<file path="src/rtl/leitor_controle_genesis_pkg.sv">
// Shared definitions for the Genesis joypad reader: FSM states, Saidas bit
// indices and the Select phase count.
package leitor_controle_genesis_pkg;

  localparam int N_PHASES = 8;

  localparam int BTN_UP    = 0;
  localparam int BTN_DOWN  = 1;
  localparam int BTN_LEFT  = 2;
  localparam int BTN_RIGHT = 3;
  localparam int BTN_A     = 4;
  localparam int BTN_B     = 5;
  localparam int BTN_C     = 6;
  localparam int BTN_START = 7;
  localparam int BTN_X     = 8;
  localparam int BTN_Y     = 9;
  localparam int BTN_Z     = 10;
  localparam int BTN_MODE  = 11;

  // P0..P7 are consecutive so the FSM can step through them by increment.
  typedef enum logic [3:0] {
    S_IDLE, S_P0, S_P1, S_P2, S_P3, S_P4, S_P5, S_P6, S_P7, S_COMMIT
  } state_t;

  function automatic logic select_level(input state_t s);
    return !(s == S_P0 || s == S_P2 || s == S_P4 || s == S_P6);
  endfunction

endpackage

</file>
<file path="src/rtl/leitor_controle_genesis_sincronizador.sv">
// Multi-stage synchroniser with falling-edge detect on the synchronised output.
// Resets to all ones, matching the idle level of the pad pins and v_sync.
module leitor_controle_genesis_sincronizador #(
  parameter int WIDTH  = 1,
  parameter int STAGES = 2
) (
  input  logic             clk,
  input  logic             reset,
  input  logic [WIDTH-1:0] d,
  output logic [WIDTH-1:0] q,
  output logic [WIDTH-1:0] fall
);

  logic [WIDTH-1:0] stage [STAGES];
  logic [WIDTH-1:0] prev;

  always_ff @(posedge clk) begin
    if (reset) begin
      for (int i = 0; i < STAGES; i++) stage[i] <= '1;
      prev <= '1;
    end else begin
      stage[0] <= d;
      for (int i = 1; i < STAGES; i++) stage[i] <= stage[i-1];
      prev <= stage[STAGES-1];
    end
  end

  assign q    = stage[STAGES-1];
  assign fall = prev & ~q;

endmodule

</file>
<file path="src/rtl/leitor_controle_genesis.sv">
// Mega Drive/Genesis 3/6-button joypad reader, one read per v_sync frame,
// with frame-word debounce on the published button word.
//
// state    | meaning
// ---------+--------------------------------------------------------------
// S_IDLE   | Select high, waiting for a synchronised v_sync falling edge
// S_P0     | Select low: presence detect, A, Start
// S_P1     | Select high: Up/Down/Left/Right, B, C
// S_P2/P3  | counter cycling only
// S_P4     | Select low: 6-button detect
// S_P5     | Select high: Z/Y/X/Mode when 6-button
// S_P6/P7  | counter cycling only
// S_COMMIT | update Presente/Seis, debounce and publish Saidas
module leitor_controle_genesis
  import leitor_controle_genesis_pkg::*;
#(
  parameter int PHASE_CYCLES    = 500,
  parameter int DEBOUNCE_FRAMES = 2,
  parameter int SYNC_STAGES     = 2
) (
  input  logic        Clock50,
  input  logic        Reset,
  input  logic        Pino1,
  input  logic        Pino2,
  input  logic        Pino3,
  input  logic        Pino4,
  input  logic        Pino6,
  input  logic        Pino9,
  input  logic        v_sync,
  output logic        Select,
  output logic [11:0] Saidas,
  output logic        Novo,
  output logic        Presente,
  output logic        Seis
);

  localparam int CW = (PHASE_CYCLES > 1) ? $clog2(PHASE_CYCLES) : 1;
  localparam logic [CW-1:0] CNT_LOAD = CW'(PHASE_CYCLES - 1);
  localparam int DW = $clog2(DEBOUNCE_FRAMES + 1);
  localparam logic [DW-1:0] DB_MAX = DW'(DEBOUNCE_FRAMES);

  logic [5:0] pin_sync;
  logic [5:0] pin_fall;
  logic       vs_sync;
  logic       vs_fall;

  leitor_controle_genesis_sincronizador #(.WIDTH(6), .STAGES(SYNC_STAGES)) u_sync_pinos (
    .clk   (Clock50),
    .reset (Reset),
    .d     ({Pino9, Pino6, Pino4, Pino3, Pino2, Pino1}),
    .q     (pin_sync),
    .fall  (pin_fall)
  );

  leitor_controle_genesis_sincronizador #(.WIDTH(1), .STAGES(SYNC_STAGES)) u_sync_vsync (
    .clk   (Clock50),
    .reset (Reset),
    .d     (v_sync),
    .q     (vs_sync),
    .fall  (vs_fall)
  );

  // Pins are active-low; work with pressed = 1 from here on.
  logic p1, p2, p3, p4, p6, p9;
  assign {p9, p6, p4, p3, p2, p1} = ~pin_sync;

  state_t        state;
  logic [CW-1:0] cnt;
  logic [11:0]   raw_w;
  logic          pres_det;
  logic          six_det;
  logic [11:0]   prev_raw;
  logic [DW-1:0] dbcnt;
  logic [11:0]   raw_eff;
  logic [DW-1:0] db_next;

  always_comb begin
    raw_eff = pres_det ? raw_w : 12'h000;
    db_next = DW'(1);
    if (raw_eff == prev_raw)
      db_next = (dbcnt < DB_MAX) ? dbcnt + DW'(1) : dbcnt;
  end

  always_ff @(posedge Clock50) begin
    if (Reset) begin
      state    <= S_IDLE;
      cnt      <= '0;
      Select   <= 1'b1;
      Saidas   <= 12'h000;
      Novo     <= 1'b0;
      Presente <= 1'b0;
      Seis     <= 1'b0;
      raw_w    <= 12'h000;
      pres_det <= 1'b0;
      six_det  <= 1'b0;
      prev_raw <= 12'h000;
      dbcnt    <= '0;
    end else begin
      Novo <= 1'b0;
      case (state)
        S_IDLE: begin
          if (vs_fall) begin
            state    <= S_P0;
            cnt      <= CNT_LOAD;
            Select   <= 1'b0;
            raw_w    <= 12'h000;
            pres_det <= 1'b0;
            six_det  <= 1'b0;
          end
        end
        S_COMMIT: begin
          Presente <= pres_det;
          Seis     <= six_det;
          prev_raw <= raw_eff;
          dbcnt    <= db_next;
          if (db_next >= DB_MAX) begin
            Saidas <= raw_eff;
            Novo   <= 1'b1;
          end
          state  <= S_IDLE;
          Select <= 1'b1;
        end
        default: begin
          if (cnt == '0) begin
            case (state)
              S_P0: begin
                pres_det         <= p3 & p4;
                raw_w[BTN_A]     <= p6;
                raw_w[BTN_START] <= p9;
              end
              S_P1: begin
                raw_w[BTN_UP]    <= p1;
                raw_w[BTN_DOWN]  <= p2;
                raw_w[BTN_LEFT]  <= p3;
                raw_w[BTN_RIGHT] <= p4;
                raw_w[BTN_B]     <= p6;
                raw_w[BTN_C]     <= p9;
              end
              S_P4: six_det <= p1 & p2 & p3 & p4;
              S_P5: begin
                if (six_det) begin
                  raw_w[BTN_Z]    <= p1;
                  raw_w[BTN_Y]    <= p2;
                  raw_w[BTN_X]    <= p3;
                  raw_w[BTN_MODE] <= p4;
                end else begin
                  raw_w[11:8] <= 4'h0;
                end
              end
              default: ;
            endcase
            state  <= state_t'(state + 4'd1);
            cnt    <= CNT_LOAD;
            Select <= select_level(state_t'(state + 4'd1));
          end else begin
            cnt <= cnt - CW'(1);
          end
        end
      endcase
    end
  end

endmodule

</file>
<file path="config.mk">
export PLATFORM = sky130hd
export DESIGN_NAME = leitor_controle_genesis
export DESIGN_NICKNAME = d
export VERILOG_FILES = /design/src/rtl/leitor_controle_genesis_pkg.sv /design/src/rtl/leitor_controle_genesis_sincronizador.sv /design/src/rtl/leitor_controle_genesis.sv
export SDC_FILE = /design/constraint.sdc
export NUM_CORES = 1
export LEC_CHECK = 0
export ABC_AREA = 1
export CORE_MARGIN = 4
export CORE_UTILIZATION = 62
export DETAILED_ROUTE_END_ITERATION = 8
export PLACE_DENSITY = 0.83
export SLEW_MARGIN = 20
export SYNTH_ARGS = -nofsm -noshare
export SYNTH_HDL_FRONTEND = slang
export SYNTH_SLANG_ARGS = --single-unit
</file>
<file path="constraint.sdc">
create_clock -name Clock50 -period 4.9 [get_ports Clock50]
set_clock_uncertainty 0.1 [all_clocks]
set_input_delay 1.47 -clock Clock50 [delete_from_list [all_inputs] [get_ports Clock50]]
set_output_delay 1.47 -clock Clock50 [all_outputs]
set_load 0.02 [all_outputs]
</file>
# After elaboration in Yosys (flattened, before gate mapping)
# Memories as Yosys holds them, arrays and structs flattened.
# Cells that the tools add are included.
# op_classes
addsub	3
order_cmp	2
eq_ne	11
muxes	35
bitwise	12
reduce_logical	20
# op_table
operator	count
$mux W12	3
$pmux W12 S2	1
$mux W4	5
$mux W9	2
$pmux W9 S2	1
$eq A4 B3 Y1 const B	4
$reduce_and A4 Y1	4
$mux W1	14
$eq A12 B12 Y1	1
$mux W6	2
$reduce_bool A2 Y1	5
$logic_not A9 Y1	1
$sub A9 B1 Y9 const B	1
$eq A4 B1 Y1 const B	2
$eq A4 B2 Y1 const B	2
$pmux W4 S2	1
$mux W2	3
$not A6 Y6	1
$pmux W1 S2	3
$reduce_and A2 Y1	3
$and A1 B1 Y1	5
$add A4 B1 Y4 const B	1
$eq A4 B4 Y1 const B	1
$logic_not A4 Y1	1
10 further kinds	16
# word_totals
ff_bits	58
ramBits	14
inputBits	9
word_cells	100
n_memories	2
# memory_table
name	words	width	read_ports	rd_ports_with_merged_regs	wr	line_no	text
u_sync_pinos.stage	2	6	2	0	2	leitor_controle_genesis_sincronizador.sv:14	logic [WIDTH-1:0] stage [STAGES];
u_sync_vsync.stage	2	1	2	0	2	leitor_controle_genesis_sincronizador.sv:14	

# Longest topological paths before layout
# logic_depth
depth_word	8
ltp_mapped	13
depth_no_buf	12

# By module
# Synthesis repeated with hierarchy kept, for this count alone.
# unflattened
cells_unflattened	515
area_unflattened_um2	3698.5
# by_module_without_submodules
mod	instances	cells_each	area_per_inst_um2	seq_area_each_um2
leitor_controle_genesis	1	429	3000.4	1141.1
leitor_controle_genesis_sincronizador (u_sync_pinos)	1	74	604.3	360.3
leitor_controle_genesis_sincronizador (u_sync_vsync)	1	12	93.8	60.1

# Worst setup path after synthesis
# Ideal clock, no wire load.
# synth_path
path_type	in2reg
start	input Reset
end	register raw_w[6]
setup_time_ps	70
t_arrival_ps	1994
required_ps	4730
setup_slack_ps	2736
path_stages	4
path_buffers	1
cell_sequence	clkinv_1 clkbuf_1 o21ai_0 a21oi_1
# synth_rtl
item	line_no	text
from (decl)	leitor_controle_genesis.sv:22	input logic Reset,
to (signal, indexed assignment)	leitor_controle_genesis.sv:128	raw_w[BTN_A] <= p6;
to (signal, indexed assignment)	leitor_controle_genesis.sv:129	raw_w[BTN_START] <= p9;
to (signal, indexed assignment)	leitor_controle_genesis.sv:132	raw_w[BTN_UP] <= p1;
to (decl)	leitor_controle_genesis.sv:69	logic [11:0] raw_w;

==> out/metrics.cfg <==
[run_status]
status = complete, no violations

[route]
antenna_left = 0
met3_length_um = 263
route.detailed.drc = 0
highest_layer = met4
wl_um = 6420
met2WireLength_um = 2984
drtPass1Iterations = 5
vias = 2831
drt-vias-per-instance = 5.011
wl_met1_um = 3074
wire_per_inst_um = 11.36
drtIter0Drc = 178

[sta]
timing_hold_violations_final = 0
setup_viol = 0
max_freq_mhz = 327.6
post-route-period-util = 0.6230
fin_crit_ps = 3053
slew_viol_final = 0
slew_headroom = 0.3585
setup_tns_ps = 0
rsz0062_at_grt = false
worst_slew_pin_slew_ps = 956.4

[clock_tree]
clock_latency_ps = 340
clk_pin_slew_ps = 80
cts.hold.buffers_added = 0
cts-root-buf = clkbuf_8
htree_levels = 3
clock-sinks = 72
cts_resized = 0
cts_buffer_depth = 2
post_cts_buffers = 0
cts_buffers = 9
cts_tree = built

[floorplan]
fp.dieW_um = 81.26
fp.dieArea_um2 = 6602
rows = 26
initial_core_util = 0.6473
io_pins = 25
die_h_um = 81.26
coreArea_um2 = 5140

[place]
dpl.cell_count = 549
place_area_um2 = 3562
dp_hpwl_um = 4419
portBuffers = 24
place.gp.congestion = 0.8589

[synth]
ys_types = 29
yosysWarnings = 0
netlist_area_um2 = 3327
synth_edf_count = 0
syn_area_per_cell_um2 = 7.094
synth_ff_type = dfxtp_1
netlist_instances = 469
async_reset_ff_frac = 0
ys_ff_latch = 72
syn_nets = 485
ys_seq_area_frac = 0.4332

[global_route]
grt_usage = 0.2232
antenna_found_initial = 0
grt_max_degree = 38
grt_pass1_wl_um = 11400
grt_pass1_vias = 2667
overflow = 0

[cells_and_area]
fillers = 473
layout_commonest_cell = nand2_1
layout-drive-gt1-share = 0.09495
final_cell_mix = nand2_1 (117), dfxtp_1 (72), nor2_1 (62)
diodes = 0
finalNonFillerCells = 565
register_area_um2 = 1441
multi_input_area_um2 = 1549
design_area_um2 = 3757
layout.nets = 506
area_delta_synth_final_pct = 12.94
post-route-util = 0.7310

[min_path]
hold_path.class = flip-flop to flip-flop
min_from = u_sync_pinos.stage[0][2]
min_to = u_sync_pinos.stage[0][8]
hold_depth = 1

[run]
cap_violations = 0

[worst_setup_path]
arrival_ps = 3190
worstSetupPathType = input port to flip-flop
cp.required_ps = 5030
r2r-start = state[1]
end_kind = flip-flop
r2r_slack_ps = 1880
start_kind = input port
r2r_end = raw_w[7]
critical_path.max_fanout = 37
reg2reg_depth = 10
crit_start = Reset

[power_and_ir_drop]
cellLeakagePower_uw = 0.001697
ir_drop_mv = 0.3177
p_per_area_nw_per_um2 = 469.4

-- worst max-delay path by stage --
stage	endpoint	slack (ps)
floorplan	raw_w[6]	2740
global placement	state[3]	1480
detailed placement	state[2]	1480
CTS	state[3]	1840
global route	raw_w[7]	1540
finish	state[3]	1850
-- cells in the mapped netlist, types with 2 or more instances --
master | instances | area (µm²)
xor2_1 | 4 | 35.03
or2_2 | 16 | 100.1
nor2_4 | 3 | 33.78
nor3_1 | 5 | 25.02
inv_1 | 58 | 217.7
nor2_1 | 62 | 232.7
buf_2 | 2 | 10.01
nand4_1 | 10 | 62.56
clkbuf_1 | 8 | 30.03
nand3_1 | 24 | 120.1
o21ai_0 | 25 | 125.1
nand2_2 | 3 | 18.77
ha_1 | 7 | 87.58
buf_6 | 4 | 45.04
a211oi_1 | 5 | 37.54
nand2_1 | 117 | 439.2
dfxtp_1 | 72 | 1441
nand3_2 | 2 | 20.02
inv_2 | 4 | 15.01
a21oi_1 | 27 | 135.1
nand3b_1 | 3 | 22.52
-- state kept, by name, indices dropped and copies added (netlist names) --
register and flops:
Novo 1, u_sync_vsync.stage 2, state 4, prev_raw 12
raw_w 12, Select 1, Saidas 12, cnt 9
pres_det 1, u_sync_pinos.stage 12, Presente 1, u_sync_vsync.prev 1
six_det 1, dbcnt 2, Seis 1
-- worst max-delay path: stages --
cell and delay [ps]:
clkdlybuf4s50_1 480, clkinv_1 750, o21ai_0 390, nor2_1 90
-- kinds of logic after synthesis --
logic type	share of synthesized area
XOR/XNOR	0.01053
AND/OR/NAND/NOR	0.3340
buffers and inverters	0.1012
flip-flops	0.4332
adder cells (fa/ha/maj)	0.02632
AO/OA/AOI/OAI	0.09477
-- power breakdown --
| group | switching (µW) | internal (µW) |
|---|---|---|
| Sequential | 74.3 | 656 |
| Combinational | 386 | 186 |
| Clock | 226 | 236 |
| Total | 686 | 1080 |
-- metrics by stage --
stage / power [µW] / worst slack, ps / hold WS (ps)
floorplan: 1215 / 2736 / 289.5
global placement: 1286 / 1478 / 290.5
detailed placement: 1306 / 1482 / 296.8
CTS: 1767 / 1844 / 313.6
global route: 1895 / 1541 / 320.7
finish: 1764 / 1847 / 308.1
-- final cells by class --
class,count,area share
flip-flops and latches,72,0.3836
multi-input cells,319,0.4123
inverters,63,0.06294
repair buffers,25,0.06593
well taps,70,0.02331
clock inverters,7,0.01898
clock buffers,9,0.03297
-- per-layer routing --
metal  up-vias  track usage
li1       1517            -
met1      1245       0.2752
met2        57       0.3777
met3        12      0.05322
met4         0      0.08277
met5         -            0
Note: power is estimated with default switching activity, not from simulation.
